<file path="src/rtl/pulse_former_hs_pkg.sv">
//------------------------------------------------------------------------------
// pulse_former_hs_pkg : state encodings and parameter defaults
// Rev 1.0
//------------------------------------------------------------------------------
`default_nettype none

package pulse_former_hs_pkg;

   localparam int PF_W_DEFAULT    = 8;
   localparam int PF_GAP_DEFAULT  = 5;
   localparam int PF_LEN0_DEFAULT = 6;

   typedef enum logic [0:0] {
      ST_GAP  = 1'b0,
      ST_HIGH = 1'b1
   } pulse_state_e;

   typedef enum logic [1:0] {
      HS_IDLE = 2'd0,
      HS_REQ  = 2'd1,
      HS_WAIT = 2'd2
   } hs_state_e;

endpackage

`default_nettype wire

</file>
<file path="src/rtl/pulse_former_hs_if.sv">
//------------------------------------------------------------------------------
// pulse_former_hs_if : converter handshake and pulse output bundle
// Rev 1.0
//------------------------------------------------------------------------------
`default_nettype none

interface pulse_former_hs_if
   import pulse_former_hs_pkg::*;
#(
   parameter int W = PF_W_DEFAULT
);
   logic         soc;
   logic         eoc;
   logic [W-1:0] numero;
   logic         out;
   logic         late;
   logic [W-1:0] len_q;

   modport master (
      output soc,
      input  eoc,
      input  numero,
      output out,
      output late,
      output len_q
   );

   modport slave (
      input  soc,
      output eoc,
      output numero,
      input  out,
      input  late,
      input  len_q
   );
endinterface

`default_nettype wire

</file>
<file path="src/rtl/pulse_former_hs_hs_master.sv">
//------------------------------------------------------------------------------
// hs_master : soc/eoc request handshake toward the converter
// Rev 1.0
//------------------------------------------------------------------------------
`default_nettype none

module hs_master
   import pulse_former_hs_pkg::*;
(
   input  wire logic clk,
   input  wire logic rst,
   input  wire logic start_i,
   input  wire logic eoc_i,
   output logic      soc_o,
   output logic      busy_o,
   output logic      capture_o
);

   hs_state_e state_q;
   logic      soc_q;

   always_ff @(posedge clk) begin
      if (rst) begin
         state_q <= HS_IDLE;
         soc_q   <= 1'b0;
      end else begin
         case (state_q)
            HS_IDLE: begin
               if (start_i) begin
                  soc_q   <= 1'b1;
                  state_q <= HS_REQ;
               end
            end
            // The converter acknowledges by going busy; a stuck-high eoc
            // keeps the request open indefinitely.
            HS_REQ: begin
               if (!eoc_i) begin
                  soc_q   <= 1'b0;
                  state_q <= HS_WAIT;
               end
            end
            HS_WAIT: begin
               if (eoc_i) begin
                  state_q <= HS_IDLE;
               end
            end
            default: begin
               soc_q   <= 1'b0;
               state_q <= HS_IDLE;
            end
         endcase
      end
   end

   assign soc_o     = soc_q;
   assign busy_o    = (state_q != HS_IDLE);
   assign capture_o = (state_q == HS_WAIT) && eoc_i;

endmodule

`default_nettype wire

</file>
<file path="src/rtl/pulse_former_hs.sv">
//------------------------------------------------------------------------------
// pulse_former_hs : gap/high pulse generator whose length is refreshed by a
//                   converter handshake launched at each pulse start
// Rev 1.0
//------------------------------------------------------------------------------
`default_nettype none

module pulse_former_hs
   import pulse_former_hs_pkg::*;
#(
   parameter int W    = PF_W_DEFAULT,
   parameter int GAP  = PF_GAP_DEFAULT,
   parameter int LEN0 = PF_LEN0_DEFAULT
)(
   input  wire logic         clk,
   input  wire logic         rst,
   pulse_former_hs_if.master bus
);

   localparam logic [W-1:0] GAP_CNT  = W'(GAP);
   localparam logic [W-1:0] LEN0_CNT = W'(LEN0);
   localparam logic [W-1:0] CNT_ONE  = {{(W-1){1'b0}}, 1'b1};

   pulse_state_e state_q;
   logic [W-1:0] cnt_q;
   logic [W-1:0] len_q;
   logic [W-1:0] len_d;
   logic         out_q;
   logic         late_q;
   logic         hs_start;
   logic         hs_busy;
   logic         hs_capture;
   logic         hs_soc;

   assign hs_start = (state_q == ST_GAP) && (cnt_q == CNT_ONE);

   // A zero-length request is promoted to one cycle so the pulse never vanishes.
   assign len_d = hs_capture ? ((bus.numero == '0) ? CNT_ONE : bus.numero) : len_q;

   hs_master u_hs_master (
      .clk       (clk),
      .rst       (rst),
      .start_i   (hs_start),
      .eoc_i     (bus.eoc),
      .soc_o     (hs_soc),
      .busy_o    (hs_busy),
      .capture_o (hs_capture)
   );

   always_ff @(posedge clk) begin
      if (rst) begin
         state_q <= ST_GAP;
         cnt_q   <= GAP_CNT;
         out_q   <= 1'b0;
         late_q  <= 1'b0;
         len_q   <= LEN0_CNT;
      end else begin
         len_q  <= len_d;
         late_q <= 1'b0;
         case (state_q)
            // Old len_q is loaded here, so a capture on this same edge only
            // affects the following pulse.
            ST_GAP: begin
               if (cnt_q == CNT_ONE) begin
                  state_q <= ST_HIGH;
                  cnt_q   <= len_q;
                  out_q   <= 1'b1;
                  late_q  <= hs_busy;
               end else begin
                  cnt_q <= cnt_q - CNT_ONE;
               end
            end
            ST_HIGH: begin
               if (cnt_q == CNT_ONE) begin
                  state_q <= ST_GAP;
                  cnt_q   <= GAP_CNT;
                  out_q   <= 1'b0;
               end else begin
                  cnt_q <= cnt_q - CNT_ONE;
               end
            end
            default: begin
               state_q <= ST_GAP;
               cnt_q   <= GAP_CNT;
               out_q   <= 1'b0;
            end
         endcase
      end
   end

   assign bus.out   = out_q;
   assign bus.late  = late_q;
   assign bus.len_q = len_q;
   assign bus.soc   = hs_soc;

endmodule

`default_nettype wire

</file>
<file path="src/flat_wrapper.sv">
// flat-port wrapper written by rule: the top's interface ports become plain ports
module pulse_former_hs_flat import pulse_former_hs_pkg::*;
#(
   parameter int W    = PF_W_DEFAULT,
   parameter int GAP  = PF_GAP_DEFAULT,
   parameter int LEN0 = PF_LEN0_DEFAULT
)
  (clk, rst, bus_soc, bus_eoc, bus_numero, bus_out, bus_late, bus_len_q);
  pulse_former_hs_if #(.W(W)) bus_i ();
  input  wire logic clk;
  input  wire logic rst;
  output wire logic [$bits(bus_i.soc)-1:0] bus_soc;
  input wire logic [$bits(bus_i.eoc)-1:0] bus_eoc;
  input wire logic [$bits(bus_i.numero)-1:0] bus_numero;
  output wire logic [$bits(bus_i.out)-1:0] bus_out;
  output wire logic [$bits(bus_i.late)-1:0] bus_late;
  output wire logic [$bits(bus_i.len_q)-1:0] bus_len_q;
  assign bus_soc = bus_i.soc;
  assign bus_i.eoc = bus_eoc;
  assign bus_i.numero = bus_numero;
  assign bus_out = bus_i.out;
  assign bus_late = bus_i.late;
  assign bus_len_q = bus_i.len_q;
  pulse_former_hs #(.W(W), .GAP(GAP), .LEN0(LEN0)) u_core (.clk(clk), .rst(rst), .bus(bus_i));
endmodule
</file>
<file path="config.mk">
export PLATFORM = sky130hd
export DESIGN_NAME = pulse_former_hs_flat
export DESIGN_NICKNAME = d
export VERILOG_FILES = /design/src/rtl/pulse_former_hs_pkg.sv /design/src/rtl/pulse_former_hs_if.sv /design/src/rtl/pulse_former_hs_hs_master.sv /design/src/rtl/pulse_former_hs.sv /design/src/flat_wrapper.sv
export SDC_FILE = /design/constraint.sdc
export NUM_CORES = 1
export LEC_CHECK = 0
export BUFFER_PORTS_ARGS = -buffer_cell sky130_fd_sc_hd__buf_4
export CAP_MARGIN = 10
export CORE_AREA = 2 2 54 56
export DETAILED_ROUTE_END_ITERATION = 7
export DIE_AREA = 0 0 56 58
export HOLD_SLACK_MARGIN = 0.08
export PLACE_DENSITY = 0.71
export SETUP_SLACK_MARGIN = 0.5
export SLEW_MARGIN = 40
export SYNTH_ARGS = -nofsm -noshare
export SYNTH_HDL_FRONTEND = slang
export SYNTH_SLANG_ARGS = --single-unit
export TNS_END_PERCENT = 100
</file>
<file path="constraint.sdc">
create_clock -name clk -period 1.85 [get_ports clk]
set_input_delay 0.37 -clock clk [delete_from_list [all_inputs] [get_ports clk]]
set_output_delay 0.37 -clock clk [all_outputs]
set_load 0.01 [all_outputs]
</file>
Yosys cells after proc, flatten, opt, wreduce, memory -nomap -nowiden
Cells that the tools add are included.

Reduce and logical (&&, ||, !) cells: 9. Add/sub/neg operators: 1. Eq/ne operators: 8. Multiplexer cells: 17. Bitwise logic cells: 3.

Operators with widths (count): 8-bit 2-to-1 mux (3); 8-bit one-hot mux with 2 select lines (1); 8-bit by 1-bit == test with 1-bit output (second input constant) (1); 8-bit zero test (1); 2-bit != test (second input constant) (4); 8-bit by 1-bit subtractor with 8-bit output (second input constant) (1); 1-bit 2-to-1 mux (6); 2-bit 2-to-1 mux (3); 2-bit one-hot mux with 3 select lines (1); 3-bit AND reduction (2); 1-bit one-hot mux with 2 select lines (2); 1-bit NOT (3); 1-bit one-hot mux with 3 select lines (1); 3-bit OR reduction (1); 2-bit by 1-bit == test with 1-bit output (second input constant) (1); 2-bit == test (second input constant) (1); 1-bit logical AND (2); 2-bit zero test (1); 2-bit by 1-bit != test with 1-bit output (second input constant) (1); 2-bit AND reduction (1); 2-bit nonzero test (1).

Flip-flop bits (word level): 22. Logic and storage cells: 45. Output and inout bits: 11. Input bits: 11.

Longest topological paths before layout
Gate-level depths: netlist (run 1).

Depth in word-level cells: 4. Depth in mapped cells: 11. Gate-level depth less buffers: 10.

Cells and area by module
From an unflattened synthesis (run 1), not the netlist that was laid out.

Cells, all modules: 106. Area, all modules: 1009.7 µm².

By module, submodules not included: pulse_former_hs (seq. area each 380.4 µm², instances 1, area each 870.8 µm², cells each 92); hs_master (seq. area each 60.1 µm², instances 1, area each 138.9 µm², cells each 14).

Least setup slack after synthesis (run 1)
OpenSTA, ideal clock, no wires.

Path kind: reg2reg. From: register u_core.cnt_q[0]. To: register u_core.out_q, in the netlist u_core.bus.out. Setup time: 86 ps. Slack: 142 ps. Buffers on the path: 1. Data required time: 1764 ps. Arrival: 1622 ps. Period minus slack after synthesis: 1708 ps. Stages on the path, launching flop included: 9. Path through: dfxtp_1 -> ha_1 -> nor4b_4 -> nand2_2 -> buf_6 -> ha_1 -> nor2_1 -> nor2_1 -> a211oi_1.

Cells in the longest elaborated chain, start to end: 3. Elaborated cells between the ends (all ways): 4. Those cells by class: eq/ne: 3; reduce/logical: 1.

Ends and longest elaborated chain: start, declared (line pulse_former_hs.sv:25) `logic [W-1:0] cnt_q;`; start signal, assigned (line pulse_former_hs.sv:66) `cnt_q <= len_q;`; start signal, assigned (line pulse_former_hs.sv:70) `cnt_q <= cnt_q - CNT_ONE;`; start signal, assigned (line pulse_former_hs.sv:79) `cnt_q <= cnt_q - CNT_ONE;`; 8-bit by 1-bit == test with 1-bit output (*) (line pulse_former_hs.sv:64, pulse_former_hs.sv:74); 2-bit != test (no source line); 2-bit AND reduction (no source line) (*); end signal, assigned (line pulse_former_hs.sv:67) `out_q <= 1'b1;`; end signal, assigned (line pulse_former_hs.sv:77) `out_q <= 1'b0;`; end signal, assigned (line pulse_former_hs.sv:85) `out_q <= 1'b0;`; end, declared (line pulse_former_hs.sv:28) `logic out_q;`.

Mark *: on every way between the ends. The rest lies on a longest branch, timed or not. A chain may end at the register's enable or synchronous reset.

Worst setup path after layout (run 1)
From: register u_core.cnt_q[1]. To: register u_core.cnt_q[4].

Cells in the longest elaborated chain, start to end: 3. Elaborated cells between the ends (all ways): 5. Those cells by class: add/sub: 1; eq/ne: 1; mux: 3.

Ends and longest elaborated chain: 8-bit by 1-bit subtractor with 8-bit output / 8-bit by 1-bit == test with 1-bit output (equally long branches); 8-bit 2-to-1 mux (on tied branches) (line pulse_former_hs.sv:74, pulse_former_hs.sv:64); 8-bit one-hot mux with 2 select lines (*) (line pulse_former_hs.sv:60) `case (state_q)`.

Marked as above.

==> reports/results.ini, run 1 <==
[worst_setup_path]
critical_path_peak_fanout=8
critPathLaunchType=register
worstReg2RegEnd=u_core.cnt_q[4]$_SDFF_PP0_
critPathLaunch=u_core.cnt_q[1]$_SDFF_PP0_
critPathKind=reg -> reg
worstPathArrival_ns=1.73
worst_r2r_startpoint=u_core.cnt_q[1]$_SDFF_PP0_
r2r_setup_slack_ns=0.32
endpoint_kind=register
cp.required_ns=2.05
r2r.worst_path.cells=8

[timing]
fmax_mhz=655
worstMarginPinSlew_ns=0.458
setup_skew_after_layout_ns=0.00335
drv_slew=0
tns_ns=0
min_period_over_period=0.826
clock_period_minus_final_worst_setup_slack_ns=1.53
slew-limit-headroom=0.694
rsz0062_at_grt=yes
setup_viol_count_final=0
hold_violations=0

[floorplanning]
initial_utilization=0.389
die_area_mm2=0.00325
placementRows=19
pin_count=22
dieWidth_um=56
core-area_mm2=0.00266
die_y_um=58

[yosys]
synth_top_cell_area_share=0.426
synth-seq-area-share=0.426
synth.avg_cell_area_um2=9.24
postSynth.topFlopCell=sky130_fd_sc_hd__dfxtp_1
post_synthesis_cell_type_with_the_largest_combined_area=sky130_fd_sc_hd__dfxtp_1
ys_async_sr_fraction=0
synth.top_cells.by_area=sky130_fd_sc_hd__dfxtp_1 (43%), sky130_fd_sc_hd__ha_1 (6.0%), sky130_fd_sc_hd__nor2_1 (5.8%), sky130_fd_sc_hd__mux2i_1 (4.8%), sky130_fd_sc_hd__a211oi_1 (3.6%)
mapped_cell_area_mm2=0.00103
synth.ff_latch_count=22
synth_edf_count=0
post_synth_inst_count=112
postSynthNetCount=128
ys_warn_count=0
netlist-cell-type-count=33

[place]
place.detailed.hpwl_um=1520
place_area_mm2=0.00123
numPortBuffers=21
gp_congestion=0.801

[power_and_ir_drop]
power_leakage_nw=0.623
power_per_cell_area_mw_per_mm2=1440
power.ir.vdd_worst_uv=759

[worst_hold_path]
timing.hold.worst.start=bus_eoc
timing.hold.worst.class=in -> reg
min_path_cells=2
min_delay_endpoint=u_core.u_hs_master.state_q[1]$_SDFFE_PP0P_

[clock_network]
cts_tree=done
post_cts_hold_buffer_count=0
tritoncts.num_buffers=3
cts-root-buf=sky130_fd_sc_hd__clkbuf_4
cts-htree-levels=1
clock_latency_ns=0.31
clk_pin_slew_worst_paths_ns=0.12
clock_path_buffers=2
clock_sink_count=22

[global_route]
grt_usage=0.152
first_global_vias=890
global_route_wire_length_before_repair_um=3930
largest_net_degree_at_the_start_of_global_routing=23
overflow=0
antenna_found_initial=0

[job]
drv.max_cap_violation_count=0

[finish]
number_of_fill_cells_in_the_layout=239
drive_gt1_frac=0.434
final_area_mm2=0.00145
post_synthesis_to_final_layout_area_growth_pct=40.4
diodes=0
area.sequential_um2=447
multiInputGateArea_um2=637
mostFrequentLayoutCells=sky130_fd_sc_hd__buf_4 (32), sky130_fd_sc_hd__dfxtp_1 (19), sky130_fd_sc_hd__nor2_1 (15)
nNetsFinal=162
layout_commonest_cell=sky130_fd_sc_hd__buf_4

[routing]
totalWireLength_um=2330
avgViaCountPerCell=5.13
final_antenna_net_count=0
avgRoutedWirePerCell_um=13.2
drc=0
drt-initial-drc-count=9
detailroute.via_count=903
first_pass_iters=4

[status]
status=finished clean

-- power by group --
group | internal, mW | switching, mW | total (mW)
registers | 0.587 | 0.128 | 0.716
logic | 0.550 | 0.459 | 1.01
clock network | 0.219 | 0.147 | 0.365
-- sequential cells by signal, indices dropped and copies added (netlist names) --
register / count
u_core.bus.late: 1
u_core.bus.len_q: 8
u_core.bus.out: 1
u_core.cnt_q: 8
u_core.state_q: 1
u_core.u_hs_master.soc_o: 1
u_core.u_hs_master.state_q: 2
-- layout make-up --
type | instances | share of cell area
Timing Repair Buffer | 33 | 0.173
Inverter | 7 | 0.0181
Tap cell | 31 | 0.0267
Multi-Input combinational cell | 79 | 0.438
Clock inverter | 1 | 0.0207
Sequential cell | 22 | 0.307
Clock buffer | 3 | 0.0155
-- synthesized netlist by cell type (all sizes together), types with 3 or more instances --
cell    count
a211oi      5
a21o        3
a21oi       7
clkbuf      3
dfxtp      22
ha          5
inv         7
mux2i       5
nand2       7
nor2       16
nor3        6
xnor2       3
-- cell families (layout without fill, tap and decap cells) --
logic type,after synthesis,in the layout,synth area share
simple gates,40,40,0.210
buf+inv,11,44,0.0472
compound gates,24,24,0.163
flops,22,22,0.426
mux,6,6,0.0593
xor+xnor,4,4,0.0339
fa+ha+maj,5,5,0.0605
-- what timing repair did --
item / CTS / global route
endpoints found under the setup margin: 11 / 21
gates resized for setup: 13 / 7
setup buffers: 10 / 2
pin swaps: 6 / 8
-- through the flow --
stage	util	setup WS (ns)	hold slack, ns	total power [mW]	std cells
2_1_floorplan	-	0.291	0.447	1.24	112
3_3_place_gp	0.461	0.200	0.482	1.37	160
3_5_place_dp	0.461	0.158	0.486	1.39	160
4_1_cts	0.529	0.335	0.240	1.98	174
5_1_grt	0.546	0.201	0.251	2.22	176
6_report	0.546	0.323	0.244	2.09	176
-- critical path, cell delays in order (launching register included) --
cell	delay (ns)
sky130_fd_sc_hd__dfxtp_2	0.35
sky130_fd_sc_hd__inv_2	0.07
sky130_fd_sc_hd__ha_4	0.13
sky130_fd_sc_hd__nor4b_4	0.23
sky130_fd_sc_hd__nand2_2	0.17
sky130_fd_sc_hd__buf_4	0.17
sky130_fd_sc_hd__buf_4	0.12
sky130_fd_sc_hd__a21oi_1	0.13
sky130_fd_sc_hd__a211oi_1	0.06
-- worst max path at each step --
stage | endpoint | cells after the start
floorplan | u_core.bus.out$_SDFFE_PP0P_ | 9
global placement | u_core.bus.out$_SDFFE_PP0P_ | 8
detailed placement | u_core.bus.out$_SDFFE_PP0P_ | 8
CTS | u_core.u_hs_master.soc_o$_SDFFE_PP0P_ | 10
global route | u_core.u_hs_master.soc_o$_SDFFE_PP0P_ | 10
finish | u_core.cnt_q[4]$_SDFF_PP0_ | 8
-- layer usage --
layer	vias up	wire length, um	global-route usage
li1	463	-	-
met1	421	1100	0.189
met2	15	1140	0.267
met3	4	54	0.0134
met4	0	36	0.0714
met5	-	0	0
Note: power is estimated with default switching activity, not from simulation.
==> inputs of run 2 (changes only) <==
--- a/config.mk
+++ b/config.mk
@@ -5,13 +5,14 @@
 export SDC_FILE = /design/constraint.sdc
 export NUM_CORES = 1
 export LEC_CHECK = 0
+export ABC_AREA = 1
 export BUFFER_PORTS_ARGS = -buffer_cell sky130_fd_sc_hd__buf_4
 export CAP_MARGIN = 10
-export CORE_AREA = 2 2 54 56
+export CORE_AREA = 2 2 57 59
 export DETAILED_ROUTE_END_ITERATION = 7
-export DIE_AREA = 0 0 56 58
+export DIE_AREA = 0 0 59 61
 export HOLD_SLACK_MARGIN = 0.08
-export PLACE_DENSITY = 0.71
+export PLACE_DENSITY = 0.72
 export SETUP_SLACK_MARGIN = 0.5
 export SLEW_MARGIN = 40
 export SYNTH_ARGS = -nofsm -noshare
==> constraint.sdc (replaced) <==
create_clock -name clk -period 1.3 [get_ports clk]
set_input_delay 0.26 -clock clk [delete_from_list [all_inputs] [get_ports clk]]
set_output_delay 0.26 -clock clk [all_outputs]
set_load 0.01 [all_outputs]
==> reports/results.ini, run 2 <==
[yosys]
netlist_top_cells_count=sky130_fd_sc_hd__nand2_1 (35), sky130_fd_sc_hd__dfxtp_1 (22), sky130_fd_sc_hd__inv_1 (19)
mapped_cell_area_mm2=0.00113  ; +9.3%
synth_top_cell_area_share=0.389  ; -0.0363
ys_warn_count=0  ; unchanged
synthSimpleGateAreaFrac=0.327  ; +0.117
synth-adder-area-share=0.0553  ; -0.00515
postSynth.topFlopCell=sky130_fd_sc_hd__dfxtp_1
share_of_the_synthesized_area_in_compound_gates_ao_oa_aoi_oai=0.126  ; -0.0371
yosys.cell_count.top_type=sky130_fd_sc_hd__nand2_1
synth_xor_xnor_area_share=0.00774  ; -0.0261
postSynthNetCount=163  ; +27%
netlist-cell-type-count=26  ; -21%
synth.mux.area_fraction=0  ; -0.0593
synth.ff_latch_count=22  ; unchanged
synth-seq-area-share=0.389  ; -0.0363
synth.top_cells.by_area=sky130_fd_sc_hd__dfxtp_1 (39%), sky130_fd_sc_hd__nand2_1 (12%), sky130_fd_sc_hd__inv_1 (6.3%), sky130_fd_sc_hd__ha_1 (5.5%), sky130_fd_sc_hd__nor2_1 (5.0%)
synth.avg_cell_area_um2=7.69  ; -17%
post_synthesis_cell_type_with_the_largest_combined_area=sky130_fd_sc_hd__dfxtp_1
synth_edf_count=0  ; unchanged
combinational_family_with_the_most_area_after_synthesis=simple AND/OR/NAND/NOR gates
post_synth_inst_count=147  ; +31%
ys_async_sr_fraction=0  ; unchanged

[status]
violations=negative setup slack
status=finished, violations left

[place]
place.detailed.hpwl_um=1980  ; +30%
numPortBuffers=21  ; unchanged
gp_congestion=0.738  ; -7.9%
place_area_mm2=0.00144  ; +17%
place.detailed.instances=208  ; +30%
pre_cts_slack_ns=-0.132  ; -0.290 ns

[floorplanning]
dieWidth_um=59  ; +5.4%
die_area_mm2=0.00360  ; +11%
placementRows=20  ; +1
core-area_mm2=0.00295  ; +11%
pin_count=22  ; unchanged
die_y_um=61  ; +5.2%
initial_utilization=0.383  ; -0.00558

[finish]
finalNonFillerCells=224  ; +27%
mostFrequentLayoutCells=sky130_fd_sc_hd__buf_4 (28), sky130_fd_sc_hd__nand2_1 (23), sky130_fd_sc_hd__inv_1 (14), sky130_fd_sc_hd__buf_6 (14), sky130_fd_sc_hd__dfxtp_2 (14)
utilization=0.594  ; +0.0489
final_area_mm2=0.00176  ; +21%
area.sequential_um2=458  ; +2.5%
layout_top_registers=u_core.bus.len_q (8), u_core.cnt_q (8), u_core.u_hs_master.state_q (2)
post_synthesis_to_final_layout_area_growth_pct=55.2
layout_commonest_cell=sky130_fd_sc_hd__buf_4
number_of_fill_cells_in_the_layout=240  ; +0.42%
multiInputGateArea_um2=751  ; +18%
diodes=0  ; unchanged
nNetsFinal=209  ; +29%
drive_gt1_frac=0.592  ; +0.157

[worst_setup_path]
endpoint_kind=register
cp.required_ns=1.55  ; -0.50 ns
crit_path_end=u_core.bus.out$_SDFFE_PP0P_
worstReg2RegEnd=u_core.bus.out$_SDFFE_PP0P_
r2r_setup_slack_ns=-0.08  ; -0.41 ns
critPathLaunchType=register
worstSetupPathDepth=9  ; +1
worstPathArrival_ns=1.63  ; -0.10 ns
timing.critical_path.buf_inv=2  ; -1
timing.critical_path.max_delay_family=simple AND/OR/NAND/NOR gates
critPathLaunch=u_core.cnt_q[1]$_SDFF_PP0_
r2r.worst_path.cells=9  ; +1
timing.critical_path.slowest_cell_delay_ns=0.34  ; about the same
worst_path_cell_with_the_longest_stage_delay=sky130_fd_sc_hd__dfxtp_2
critical_path_peak_fanout=6  ; -2
worst_r2r_startpoint=u_core.cnt_q[1]$_SDFF_PP0_
critPathKind=reg -> reg
cp_cell_sequence=inv_2 -> ha_4 -> inv_2 -> nor3_4 -> nand2_8 -> ha_4 -> nor2_4 -> o21ai_1 -> a21oi_1

[global_route]
global_route_wire_length_before_repair_um=5000  ; +27%
antenna_found_initial=0  ; unchanged
first_global_vias=1143  ; +28%
largest_net_degree_at_the_start_of_global_routing=12  ; -48%
grt_usage=0.181  ; +0.0289
overflow=0  ; unchanged

[clock_network]
cts-htree-levels=1  ; unchanged
clock_sink_count=22  ; unchanged
clock_latency_ns=0.31  ; about the same
tritoncts.num_buffers=3  ; unchanged
cts-root-buf=sky130_fd_sc_hd__clkbuf_4
post_cts_hold_buffer_count=0  ; unchanged
clock_path_buffers=2  ; unchanged
clk_pin_slew_worst_paths_ns=0.11  ; about the same
cts_tree=done

[routing]
met3_routed_length_um=79  ; +46%
totalWireLength_um=2980  ; +28%
drt-initial-drc-count=21  ; +12
avgViaCountPerCell=4.96  ; -3.2%
top_signal_layer_used=met4
avgRoutedWirePerCell_um=13.3  ; +0.54%
detailroute.via_count=1112  ; +23%
met2_length_um=1650  ; +45%
first_pass_iters=4  ; unchanged
final_antenna_net_count=0  ; unchanged
wirelength_met1_um=1190  ; +8.9%
drc=0  ; unchanged

[worst_hold_path]
timing.hold.worst.start=bus_eoc
timing.hold.worst.class=in -> reg

[timing]
tns_ns=-0.310  ; -0.310 ns
setup_slack_ns=-0.0834  ; -0.406 ns
setup_viol_count_final=8  ; +8
setup_skew_after_layout_ns=0.00128  ; -0.00207 ns
fmax_mhz=723  ; +10%
slew-limit-headroom=0.765  ; +0.0706
hold_violations=0  ; unchanged
min_period_over_period=1.06  ; +0.239
clock_period_minus_final_worst_setup_slack_ns=1.38  ; -0.144 ns
drv_slew=0  ; unchanged
rsz0062_at_grt=yes
worstMarginPinSlew_ns=0.353  ; -0.105 ns
hold_ws_ns=0.145  ; -0.0989 ns

[power_and_ir_drop]
cellInternalPower_mw=1.73  ; +28%
power_per_cell_area_mw_per_mm2=1740  ; +21%
power.ir.vdd_worst_uv=1030  ; +36%
totalPowerFinal_mw=3.05  ; +46%
power_leakage_nw=0.768  ; +23%
power.share.switching=0.432  ; +0.0815
total_switching_power_mw=1.32  ; +80%
p_comb_frac=0.550  ; +0.067
clock_power_share=0.101  ; -0.074
seq_power_share=0.348  ; +0.005

[job]
drv.max_cap_violation_count=0  ; unchanged

run 2: per-layer routing:
metal / track usage / vias to the layer above
met5: 0 / -
met4: 0.0584 / 0
met3: 0.0149 / 7
met2: 0.356 / 24
met1: 0.204 / 526
li1: - / 555
run 2: repair_timing:
item                       CTS  global route
resized for setup           46            18
setup endpoints to repair   33            33
pin swaps                   12            11
buffers inserted            11             2
run 2: power groups by stage:
stage	clock (mW)	sequential, mW	combinational, mW
6_report	0.309	1.06	1.68
5_1_grt	0.335	1.09	1.87
4_1_cts	0.305	1.06	1.64
3_5_place_dp	0	1.07	1.50
3_3_place_gp	0	1.07	1.45
2_1_floorplan	0	1.07	1.03
run 2: cells by family after synthesis:
| group | after synthesis |
|---|---|
| buf+inv | 24 |
| fa+ha+maj | 5 |
| compound gates | 23 |
| flops | 22 |
| xor+xnor | 1 |
| simple gates | 72 |
run 2: worst min path at each step:
stage	endpoint	slack, ns	cells past startpoint
floorplan	u_core.u_hs_master.state_q[1]$_SDFFE_PP0P_	0.33	1
global placement	u_core.u_hs_master.state_q[1]$_SDFFE_PP0P_	0.45	2
detailed placement	u_core.u_hs_master.state_q[1]$_SDFFE_PP0P_	0.46	2
CTS	u_core.u_hs_master.state_q[1]$_SDFFE_PP0P_	0.14	2
global route	u_core.u_hs_master.state_q[1]$_SDFFE_PP0P_	0.14	2
finish	u_core.u_hs_master.state_q[1]$_SDFFE_PP0P_	0.15	2
run 2: area by class of cell:
class | instances | share of cell area
Tap cell | 33 | 0.0235
Timing Repair Buffer | 43 | 0.221
Clock buffer | 3 | 0.0128
Inverter | 22 | 0.0542
Multi-Input combinational cell | 101 | 0.428
Sequential cell | 22 | 0.261
run 2: worst reg2reg max path, delay by kind of cell (launching register included):
family	cells	cell delay (ns)
flops	1	0.34
compound gates	2	0.18
simple gates	3	0.41
buf+inv	2	0.10
fa+ha+maj	2	0.29
==> inputs of run 3 (changes only) <==
--- a/config.mk
+++ b/config.mk
@@ -6,13 +6,15 @@
 export NUM_CORES = 1
 export LEC_CHECK = 0
 export ABC_AREA = 1
-export BUFFER_PORTS_ARGS = -buffer_cell sky130_fd_sc_hd__buf_4
+export BUFFER_PORTS_ARGS = -buffer_cell sky130_fd_sc_hd__buf_2
 export CAP_MARGIN = 10
-export CORE_AREA = 2 2 57 59
+export CELL_PAD_IN_SITES_DETAIL_PLACEMENT = 1
+export CELL_PAD_IN_SITES_GLOBAL_PLACEMENT = 1
+export CORE_AREA = 2 2 60 62
 export DETAILED_ROUTE_END_ITERATION = 7
-export DIE_AREA = 0 0 59 61
+export DIE_AREA = 0 0 62 64
 export HOLD_SLACK_MARGIN = 0.08
-export PLACE_DENSITY = 0.72
+export PLACE_DENSITY = 0.83
 export SETUP_SLACK_MARGIN = 0.5
 export SLEW_MARGIN = 40
 export SYNTH_ARGS = -nofsm -noshare
==> constraint.sdc (replaced) <==
create_clock -name clk -period 1.2 [get_ports clk]
set_input_delay 0.24 -clock clk [delete_from_list [all_inputs] [get_ports clk]]
set_output_delay 0.24 -clock clk [all_outputs]
set_load 0.01 [all_outputs]
==> reports/results.ini, run 3 (synthesis gave the netlist of run 2 again) <==
[floorplanning]
pin_count=22  ; unchanged
initial_utilization=0.344  ; -0.0387
dieWidth_um=62  ; +5.1%
die_y_um=64  ; +4.9%
core-area_mm2=0.00328  ; +11%
placementRows=21  ; +5.0%
die_area_mm2=0.00397  ; +10%

[worst_setup_path]
timing.critical_path.slowest_cell_delay_ns=0.35  ; about the same
cp_cell_sequence=inv_2 -> ha_4 -> inv_2 -> nor3_4 -> nand2_8 -> clkinv_4 -> ha_2 -> nand2_2 -> a21oi_1
timing.critical_path.mode_cell=sky130_fd_sc_hd__inv_2
critPathLaunchType=register
critical_path_peak_fanout=6  ; unchanged
cp.required_ns=1.44  ; -0.11 ns
worst_path_cell_with_the_longest_stage_delay=sky130_fd_sc_hd__dfxtp_2
endpoint_kind=register
critPathKind=reg -> reg
worstPathArrival_ns=1.70  ; +0.07 ns

[clock_network]
clk_pin_slew_worst_paths_ns=0.14  ; +0.03 ns
clock_sink_count=22  ; unchanged
cts-htree-levels=1  ; unchanged
clock_latency_ns=0.32  ; about the same
cts_tree=done
tritoncts.num_buffers=3  ; unchanged
clock_path_buffers=2  ; unchanged
cts-root-buf=sky130_fd_sc_hd__clkbuf_4

[timing]
hold_violations=0  ; unchanged
tns_ns=-2.26  ; -1.95 ns
min_period_over_period=1.22  ; +0.152
rsz0062_at_grt=yes
setup_slack_ns=-0.259  ; -0.176 ns
slew-limit-headroom=0.765  ; about the same
drv_slew=0  ; unchanged
hold_ws_ns=0.157  ; +0.0120 ns
worstMarginPinSlew_ns=0.352  ; -0.000704 ns
clock_period_minus_final_worst_setup_slack_ns=1.46  ; +0.0758 ns
setup_viol_count_final=13  ; +5
fmax_mhz=685  ; -5.2%
setup_skew_after_layout_ns=0.00765  ; +0.00637 ns

[place]
gp_congestion=0.751  ; +1.7%
pre_cts_slack_ns=-0.248  ; -0.116 ns
place.detailed.hpwl_um=2300  ; +16%
numPortBuffers=21  ; unchanged

[global_route]
overflow=0  ; unchanged
global_route_wire_length_before_repair_um=6460  ; +29%
antenna_found_initial=0  ; unchanged
first_global_vias=1366  ; +20%
grt_usage=0.220  ; +0.0390
largest_net_degree_at_the_start_of_global_routing=13  ; +1

[routing]
avgRoutedWirePerCell_um=17.5  ; +32%
first_pass_iters=4  ; unchanged
drc=0  ; unchanged
avgViaCountPerCell=4.86  ; -2.1%
final_antenna_net_count=0  ; unchanged
drt-initial-drc-count=29  ; +38%
totalWireLength_um=4290  ; +44%
detailroute.via_count=1191  ; +7.1%

[finish]
post_synthesis_to_final_layout_area_growth_pct=52.7
mostFrequentLayoutCells=sky130_fd_sc_hd__nand2_1 (33), sky130_fd_sc_hd__buf_4 (27), sky130_fd_sc_hd__inv_1 (14)
drive_gt1_frac=0.533  ; -0.0590
layout_commonest_cell=sky130_fd_sc_hd__nand2_1
layout_top_registers=u_core.bus.len_q (8), u_core.cnt_q (8), u_core.u_hs_master.state_q (2)
nNetsFinal=216  ; +3.3%
diodes=0  ; unchanged

[power_and_ir_drop]
power.ir.vdd_worst_uv=935  ; -9.4%
power_leakage_nw=0.778  ; +1.3%
power_per_cell_area_mw_per_mm2=2170  ; +25%

[job]
drv.max_cap_violation_count=0  ; unchanged

[status]
violations=negative setup slack
status=finished, violations left

[worst_hold_path]
timing.hold.worst.class=in -> reg

[run 3: changes by cell type in the layout (fill, tap and decap cells not counted), sizes merged]
cell / previous run / this run
clkbuf: 3 / 4
buf: 43 / 50
[run 3: final timing paths]
| check | cells after the start | from | slack [ns] | endpoint |
|---|---|---|---|---|
| worst max-delay path | 9 | u_core.cnt_q[1]$_SDFF_PP0_ | -0.26 | u_core.u_hs_master.soc_o$_SDFFE_PP0P_ |
| worst min-delay path | 2 | bus_eoc | 0.16 | u_core.u_hs_master.state_q[1]$_SDFFE_PP0P_ |
| worst max register to register | 9 | u_core.cnt_q[1]$_SDFF_PP0_ | -0.26 | u_core.u_hs_master.soc_o$_SDFFE_PP0P_ |
| worst min register to register | 2 | u_core.bus.len_q[5]$_SDFFE_PP0P_ | 0.53 | u_core.bus.len_q[5]$_SDFFE_PP0P_ |
[run 3: power by group]
| group | internal [mW] | switching, mW |
|---|---|---|
| Clock | 0.186 | 0.250 |
| Sequential | 0.936 | 0.216 |
| Combinational | 0.955 | 1.20 |
| Total | 2.08 | 1.66 |
[run 3: critical path, delay by kind of cell, from the launching register on]
| family | cells | cell delay, ns |
|---|---|---|
| AO/OA/AOI/OAI | 1 | 0.18 |
| flip-flops | 1 | 0.35 |
| AND/OR/NAND/NOR | 3 | 0.38 |
| adder cells (fa/ha/maj) | 2 | 0.29 |
| buffers and inverters | 3 | 0.19 |
[run 3: per-stage QoR]
stage / instance area, um^2 / std cells / power (mW) / util
global placement: 1430 / 224 / 2.79 / 0.434
CTS: 1670 / 241 / 3.52 / 0.510
global route: 1730 / 245 / 3.99 / 0.526
finish: 1730 / 245 / 3.74 / 0.526
floorplan: 1180 / 147 / 2.28 / -
detailed placement: 1430 / 224 / 2.92 / 0.434
[run 3: timing repair]
action	4_1_cts	5_1_grt
resized for setup	31	8
buffers inserted	13	4
gates cloned	0	0
pin swaps	6	2
hold buffers	0	0
setup endpoints to repair	33	33
[run 3: layout make-up]
type	count	area, um^2
Inverter	22	92.6
Tap cell	46	57.6
Multi-Input combinational cell	101	688
Fill cell	389	1560
Sequential cell	22	457
Clock buffer	4	36.3
Timing Repair Buffer	50	395
[run 3: routing by layer]
layer	up-vias	GRT usage	routed length (um)
li1	573	-	-
met1	586	0.256	1720
met3	6	0.0324	116
met5	-	0	0
met2	26	0.396	2390
met4	0	0.0665	62
